--- src/rtl/nb_pkg.sv ---
`default_nettype none
// ============================================================================
//  Module      : nb_pkg
//  Description : Shared constants and types for the neuron-buffer read path.
//                Row geometry, memory depth, skid FIFO sizing and the reader
//                state encoding.
//  Revision    : 1.0  initial release
// ============================================================================
package nb_pkg;

    localparam int N          = 16;            // neurons per lane group
    localparam int TN         = 16;            // bits per neuron
    localparam int NXTN       = N * TN;        // row width in bits (256)
    localparam int ADDR       = 6;             // memory address width
    localparam int NUM_WORDS  = 64;            // memory depth
    localparam int LEN_W      = ADDR + 1;      // burst length width, 0..NUM_WORDS
    localparam int FIFO_DEPTH = 2;             // output skid FIFO entries
    localparam int CNT_W      = 2;             // holds 0..FIFO_DEPTH

    typedef enum logic [1:0] {
        IDLE  = 2'd0,
        RUN   = 2'd1,
        DRAIN = 2'd2
    } state_t;

endpackage : nb_pkg
`default_nettype wire

--- src/rtl/nb_skid_fifo.sv ---
`default_nettype none
// ============================================================================
//  Module      : nb_skid_fifo
//  Description : Two-entry circular buffer holding captured memory rows until
//                the downstream stage accepts them. Push and pop may occur in
//                the same cycle, including when full.
//  Ports       : clk, rst_n        clock, asynchronous active-low reset
//                i_push, i_data    write a row at the tail
//                i_pop             retire the head row
//                o_data            head row (all zeros after reset)
//                o_count           occupancy 0..FIFO_DEPTH
//                o_full, o_empty   occupancy flags
//  Revision    : 1.0  initial release
// ============================================================================
module nb_skid_fifo
    import nb_pkg::*;
(
    input  logic             clk,
    input  logic             rst_n,
    input  logic             i_push,
    input  logic [NXTN-1:0]  i_data,
    input  logic             i_pop,
    output logic [NXTN-1:0]  o_data,
    output logic [CNT_W-1:0] o_count,
    output logic             o_full,
    output logic             o_empty
);

    logic [NXTN-1:0]  r_mem [0:FIFO_DEPTH-1];
    logic             r_wr_ptr;
    logic             r_rd_ptr;
    logic [CNT_W-1:0] r_count;

    // Depth is two, so a single bit is enough for each pointer.
    always_ff @(posedge clk or negedge rst_n) begin
        if (!rst_n) begin
            for (int i = 0; i < FIFO_DEPTH; i++) begin
                r_mem[i] <= '0;
            end
            r_wr_ptr <= 1'b0;
            r_rd_ptr <= 1'b0;
            r_count  <= '0;
        end else begin
            if (i_push) begin
                r_mem[r_wr_ptr] <= i_data;
                r_wr_ptr        <= ~r_wr_ptr;
            end
            if (i_pop) begin
                r_rd_ptr <= ~r_rd_ptr;
            end
            r_count <= r_count + {{(CNT_W-1){1'b0}}, i_push}
                               - {{(CNT_W-1){1'b0}}, i_pop};
        end
    end

    assign o_data  = r_mem[r_rd_ptr];
    assign o_count = r_count;
    assign o_full  = (r_count == CNT_W'(FIFO_DEPTH));
    assign o_empty = (r_count == '0);

endmodule : nb_skid_fifo
`default_nettype wire

--- src/rtl/nb_mem_reader.sv ---
`default_nettype none
// ============================================================================
//  Module      : nb_mem_reader
//  Description : Read-side sequencer for the 64 x 256-bit neuron buffer.
//                Accepts a burst (base, length), issues one registered read
//                address per cycle, captures the returned rows into a 2-entry
//                skid FIFO and streams them out with valid/ready.
//  Ports       : clk, rst_n              clock, asynchronous active-low reset
//                i_start                 burst command strobe
//                i_base_addr, i_len      first row and row count (0..64)
//                o_busy                  burst in progress
//                o_done                  one-cycle pulse after the last handshake
//                o_mem_addr, o_mem_wen   memory address (registered), WEN (high)
//                i_mem_data              memory Q
//                o_data, o_valid,i_ready output stream
//  Revision    : 1.0  initial release
// ============================================================================
module nb_mem_reader
    import nb_pkg::*;
(
    input  logic             clk,
    input  logic             rst_n,
    input  logic             i_start,
    input  logic [ADDR-1:0]  i_base_addr,
    input  logic [LEN_W-1:0] i_len,
    output logic             o_busy,
    output logic             o_done,
    output logic [ADDR-1:0]  o_mem_addr,
    output logic             o_mem_wen,
    input  logic [NXTN-1:0]  i_mem_data,
    output logic [NXTN-1:0]  o_data,
    output logic             o_valid,
    input  logic             i_ready
);

    state_t           r_state, w_state_nxt;
    logic [ADDR-1:0]  r_addr_cnt, w_addr_cnt_nxt;
    logic [LEN_W-1:0] r_issue_cnt, w_issue_cnt_nxt;
    logic [ADDR-1:0]  r_mem_addr, w_mem_addr_nxt;
    logic             r_inflight, w_inflight_nxt;
    logic             r_busy, w_busy_nxt;
    logic             r_done, w_done_nxt;

    logic             w_push;
    logic             w_pop;
    logic [CNT_W-1:0] w_count;
    logic             w_full;
    logic             w_empty;
    logic [CNT_W:0]   w_occ_after;
    logic             w_credit;
    logic             w_issue;
    logic [ADDR-1:0]  w_addr_inc;

    // The memory's address register is o_mem_addr itself, so Q for a read
    // issued at one edge is valid during the following cycle and is captured
    // at the next edge.
    assign w_pop  = o_valid & i_ready;
    assign w_push = r_inflight & (~w_full | w_pop);

    nb_skid_fifo u_fifo (
        .clk     (clk),
        .rst_n   (rst_n),
        .i_push  (w_push),
        .i_data  (i_mem_data),
        .i_pop   (w_pop),
        .o_data  (o_data),
        .o_count (w_count),
        .o_full  (w_full),
        .o_empty (w_empty)
    );

    // Occupancy once this cycle's pop retires and the in-flight read lands.
    // Issuing only while this stays below the depth keeps the FIFO from
    // overflowing even when the consumer stalls.
    assign w_occ_after = {1'b0, w_count}
                       + {{CNT_W{1'b0}}, r_inflight}
                       - {{CNT_W{1'b0}}, w_pop};
    assign w_credit    = (w_occ_after < (CNT_W+1)'(FIFO_DEPTH));
    assign w_issue     = (r_state == RUN) && (r_issue_cnt != '0) && w_credit;
    assign w_addr_inc  = (r_addr_cnt == ADDR'(NUM_WORDS - 1)) ? '0
                                                               : r_addr_cnt + ADDR'(1);

    always_ff @(posedge clk or negedge rst_n) begin
        if (!rst_n) begin
            r_state     <= IDLE;
            r_addr_cnt  <= '0;
            r_issue_cnt <= '0;
            r_mem_addr  <= '0;
            r_inflight  <= 1'b0;
            r_busy      <= 1'b0;
            r_done      <= 1'b0;
        end else begin
            r_state     <= w_state_nxt;
            r_addr_cnt  <= w_addr_cnt_nxt;
            r_issue_cnt <= w_issue_cnt_nxt;
            r_mem_addr  <= w_mem_addr_nxt;
            r_inflight  <= w_inflight_nxt;
            r_busy      <= w_busy_nxt;
            r_done      <= w_done_nxt;
        end
    end

    always_comb begin
        w_state_nxt     = r_state;
        w_addr_cnt_nxt  = r_addr_cnt;
        w_issue_cnt_nxt = r_issue_cnt;
        w_mem_addr_nxt  = r_mem_addr;
        w_inflight_nxt  = 1'b0;
        w_busy_nxt      = r_busy;
        w_done_nxt      = 1'b0;

        case (r_state)
            IDLE: begin
                if (i_start) begin
                    if (i_len != '0) begin
                        w_addr_cnt_nxt  = i_base_addr;
                        w_issue_cnt_nxt = i_len;
                        w_busy_nxt      = 1'b1;
                        w_state_nxt     = RUN;
                    end else begin
                        // Empty burst completes immediately.
                        w_done_nxt = 1'b1;
                    end
                end
            end
            RUN: begin
                if (w_issue) begin
                    w_mem_addr_nxt  = r_addr_cnt;
                    w_inflight_nxt  = 1'b1;
                    w_addr_cnt_nxt  = w_addr_inc;
                    w_issue_cnt_nxt = r_issue_cnt - LEN_W'(1);
                    if (r_issue_cnt == LEN_W'(1)) begin
                        w_state_nxt = DRAIN;
                    end
                end
            end
            DRAIN: begin
                // Done is raised at the same edge as the final handshake.
                if (w_occ_after == '0) begin
                    w_done_nxt  = 1'b1;
                    w_busy_nxt  = 1'b0;
                    w_state_nxt = IDLE;
                end
            end
            default: begin
                w_state_nxt = IDLE;
                w_busy_nxt  = 1'b0;
            end
        endcase
    end

    assign o_busy     = r_busy;
    assign o_done     = r_done;
    assign o_mem_addr = r_mem_addr;
    assign o_mem_wen  = 1'b1;
    assign o_valid    = ~w_empty;

endmodule : nb_mem_reader
`default_nettype wire

--- config.mk ---
export PLATFORM = sky130hd
export DESIGN_NAME = nb_mem_reader
export DESIGN_NICKNAME = d
export VERILOG_FILES = /design/src/rtl/nb_pkg.sv /design/src/rtl/nb_skid_fifo.sv /design/src/rtl/nb_mem_reader.sv
export SDC_FILE = /design/constraint.sdc
export NUM_CORES = 1
export LEC_CHECK = 0
export ABC_AREA = 1
export CAP_MARGIN = 25
export CORE_MARGIN = 3
export CORE_UTILIZATION = 46
export DETAILED_ROUTE_END_ITERATION = 8
export HOLD_SLACK_MARGIN = 0.15
export MAX_ROUTING_LAYER = met4
export PLACE_DENSITY = 0.77
export SYNTH_ARGS = -nofsm -noshare
export SYNTH_HDL_FRONTEND = slang
export SYNTH_SLANG_ARGS = --single-unit
--- constraint.sdc ---
create_clock -name clk -period 2.7 [get_ports clk]
set_clock_uncertainty 0.05 [all_clocks]
set_input_delay 0.54 -clock clk [delete_from_list [all_inputs] [get_ports clk]]
set_output_delay 0.54 -clock clk [all_outputs]
set_load 0.01 [all_outputs]
==> results.sh <==
export IMPL_status="finished with violations"
export IMPL_violations="setup timing"
export IMPL_worstMarginPinSlew_ns=0.649
export IMPL_yosys_area_top_type="dfrtp_1"
export IMPL_place_inst=4110
export IMPL_crit_type="flip-flop to output pin"
export IMPL_min_path_type="input pin to async pin"
export IMPL_rows=83
export IMPL_fin_nets=3777
export IMPL_areaGrowthSynthToFinish_pct=34.8
export IMPL_cts_made_buffers=56
export IMPL_r2r_end="r_issue_cnt[4]"
export IMPL_core_um2=51600
export IMPL_synth_top_area_share_pct=55.9
export IMPL_crit_path_end_kind="output pin"
export IMPL_crit_path_end="o_data[52]"
export IMPL_io_pins=539
export IMPL_rsz0062_at_grt="yes"
export IMPL_irDropWorstVdd_uv=855
export IMPL_worstReg2RegStart="u_fifo.o_count[1]"
export IMPL_antenna_found_initial=10
export IMPL_rr_worst_depth=16
export IMPL_syn_num_nets=3295
export IMPL_synthArstFlopShare_pct=100
export IMPL_arrival_ns=2.32
export IMPL_cts_sink_count=540
export IMPL_wl_mm=72.8
export IMPL_netlist_cell_type_count=28
export IMPL_p_int_mw=24.4
export IMPL_reg2reg_slack_ns=0.12
export IMPL_wire_per_inst_um=17.2
export IMPL_fin_ws_ns=-0.209
export IMPL_fin_cells=4228
export IMPL_p_switching_mw=16.7
export IMPL_drc=0
export IMPL_ys_ff_latch=540
export IMPL_synth_warning_count=0
export IMPL_maxCapViolCount=0
export IMPL_viasPerCell=5.21
export IMPL_dp_final_hpwl_mm=48.4
export IMPL_place_ws_ns=-0.437
export IMPL_p_seq_share_pct=32.8
export IMPL_grt_pass1_wl_mm=116
export IMPL_synth_yosys_seq_area_share_pct=55.9
export IMPL_htree_num_levels=2
export IMPL_p_per_area_nw_per_um2=1260
export IMPL_critPathRequiredTime_ns=2.11
export IMPL_setup_violations_final=48
export IMPL_postPlaceCellArea_um2=30600
export IMPL_fp_dieArea_um2=55300
export IMPL_critical_path_startpoint="u_fifo.r_rd_ptr"
export IMPL_timing_final_crit_period_ns=2.91
export IMPL_grt_max_degree=131
export IMPL_cts_tree="yes"
export IMPL_pwr_share_comb_pct=48.4
export IMPL_maxSlewHeadroom_pct=56.7
export IMPL_start_util_pct=46.8
export IMPL_ys_top_cells_by_area="dfrtp_1, nand2_1, o21ai_0"
export IMPL_max_freq_mhz=344
export IMPL_clkLatencyLatePin_ns=0.59
export IMPL_grt_usage_pct=26.2
export IMPL_synth_area_per_cell_um2=8.02
export IMPL_path_clk_slew_ns=0.06
export IMPL_syn_area_um2=24200
export IMPL_design_area_um2=32600
export IMPL_syn_inst=3013
export IMPL_layout_drive_gt1_share_pct=8.51
export IMPL_final_max_slew_violation_count=0
export IMPL_hold_viol=0
export IMPL_ys_flop_type="dfrtp_1"
export IMPL_port_buffers=537
export IMPL_tns_ns=-2.91
export IMPL_power_leakage_nw=15.7
export IMPL_hold_slack_ns=0.429
export IMPL_drtIter0Drc=1863
export IMPL_switching_share_pct=40.6
export IMPL_clkPwrFrac_pct=18.8
export IMPL_startpoint_type="flip-flop"
export IMPL_finalCritPeriodShare_pct=108
export IMPL_dr_pass1_iters=5
export IMPL_vias=22000
export IMPL_synth_most_common_cell="nand2_1"
export IMPL_gr_total_overflow=0
export IMPL_detail_route_antenna_nets=0
export IMPL_critPathMaxFanout=53
export IMPL_synth_top_cells_by_count="nand2_1, o21ai_0, dfrtp_1"
export IMPL_die_y_um=235
export IMPL_place_congestion=0.865
export IMPL_clk_path_buf_depth=3
export IMPL_synth_edff_count=0
export IMPL_die_w_um=235
export IMPL_grt_pass1_vias=21300
export IMPL_root_buffer="clkbuf_16"
-- final cells by class --
class                   instances  area, um^2
multi-input cells            1980        8780
inverters                     291        1100
flip-flops and latches        540       13500
repair buffers                626        6450
diodes                         10        25.0
clock inverters                 8        67.6
clock buffers                  93        1780
well taps                     680         851
fillers                      4387       19000
-- kinds of logic (layout without fill, tap and decap cells) --
kind of cell             after synthesis  in the layout  share of synthesized area (%)
buffers and inverters                493           1018                           8.43
AO/OA/AOI/OAI                        785            785                           16.3
AND/OR/NAND/NOR                     1182           1182                           18.8
other                                  1             11                         0.0155
adder cells (fa/ha/maj)                9              9                          0.497
flip-flops                           540            540                           55.9
XOR/XNOR                               3              3                          0.109
-- what timing repair did --
action                     CTS  global route
cloned                       2             2
resized for setup          501           129
setup endpoints to repair  256           159
pin swaps                    0             1
buffers inserted             0             2
hold buffers                 1             0
hold endpoints to repair    38             0
-- worst min path at each step --
stage | endpoint | slack [ns]
2_1_floorplan | o_busy | 0.19
3_3_place_gp | o_mem_addr[5] | 0.42
5_1_grt | u_fifo.r_mem[377] | 0.44
3_5_place_dp | o_mem_addr[3] | 0.44
4_1_cts | u_fifo.r_mem[377] | 0.41
6_report | u_fifo.r_mem[377] | 0.43
-- per-layer routing --
metal	up-vias	share of wire [%]	GRT usage, %
li1	10500	-	-
met1	10600	41	34.2
met4	0	3.2	9.09
met2	798	48	41.7
met3	140	6.9	4.64
met5	-	0	-
-- through the flow --
step / utilization (%) / power (mW)
finish: 63.1 / 41.1
CTS: 62.9 / 40.9
detailed placement: 59.2 / 33.8
global route: 63.1 / 44.0
global placement: 59.2 / 33.3
floorplan: - / 23.8
-- critical path, stage by stage, from the launching register on --
cell             delay, ns
dfrtp_4               0.51
buf_16                0.20
o21ai_0               0.34
clkdlybuf4s50_1       0.64
-- layout by cell type (no fill, tap or decap), types with 3 or more instances in the layout --
cell type	instances
o21ai_2	33
clkbuf_8	22
clkdlybuf4s50_1	295
buf_6	3
buf_4	43
dfrtp_1	539
nand2_1	1116
clkdlybuf4s15_1	21
clkdlybuf4s15_2	50
buf_12	30
dlygate4sd2_1	137
ha_1	8
nor2_2	3
diode_2	10
clkinv_2	6
nor2_4	3
dlymetal6s2s_1	5
o21ai_1	160
clkbuf_2	24
nand3_1	26
inv_1	288
clkbuf_1	14
nand4_1	5
o21ai_0	587
clkbuf_16	59
nor2_1	21
buf_16	7
dlygate4sd1_1	4
-- flip-flops by register name, summed over array words and instances (netlist names) --
name,flops
o_mem_addr,6
r_issue_cnt,7
o_busy,1
u_fifo.r_rd_ptr,1
r_addr_cnt,6
r_inflight,1
r_state,2
o_done,1
u_fifo.r_mem,512
u_fifo.o_count,2
u_fifo.r_wr_ptr,1
-- power by group through the flow --
stage                     combinational (mW)  sequential (mW)  clock, mW
after floorplan                         10.6             13.1          0
after global placement                  19.9             13.4          0
after detailed placement                20.3             13.5          0
after CTS                               19.6             13.4       7.86
after global routing                    21.9             13.9       8.21
final                                   19.9             13.5       7.71
(Power assumes the default switching activity.)
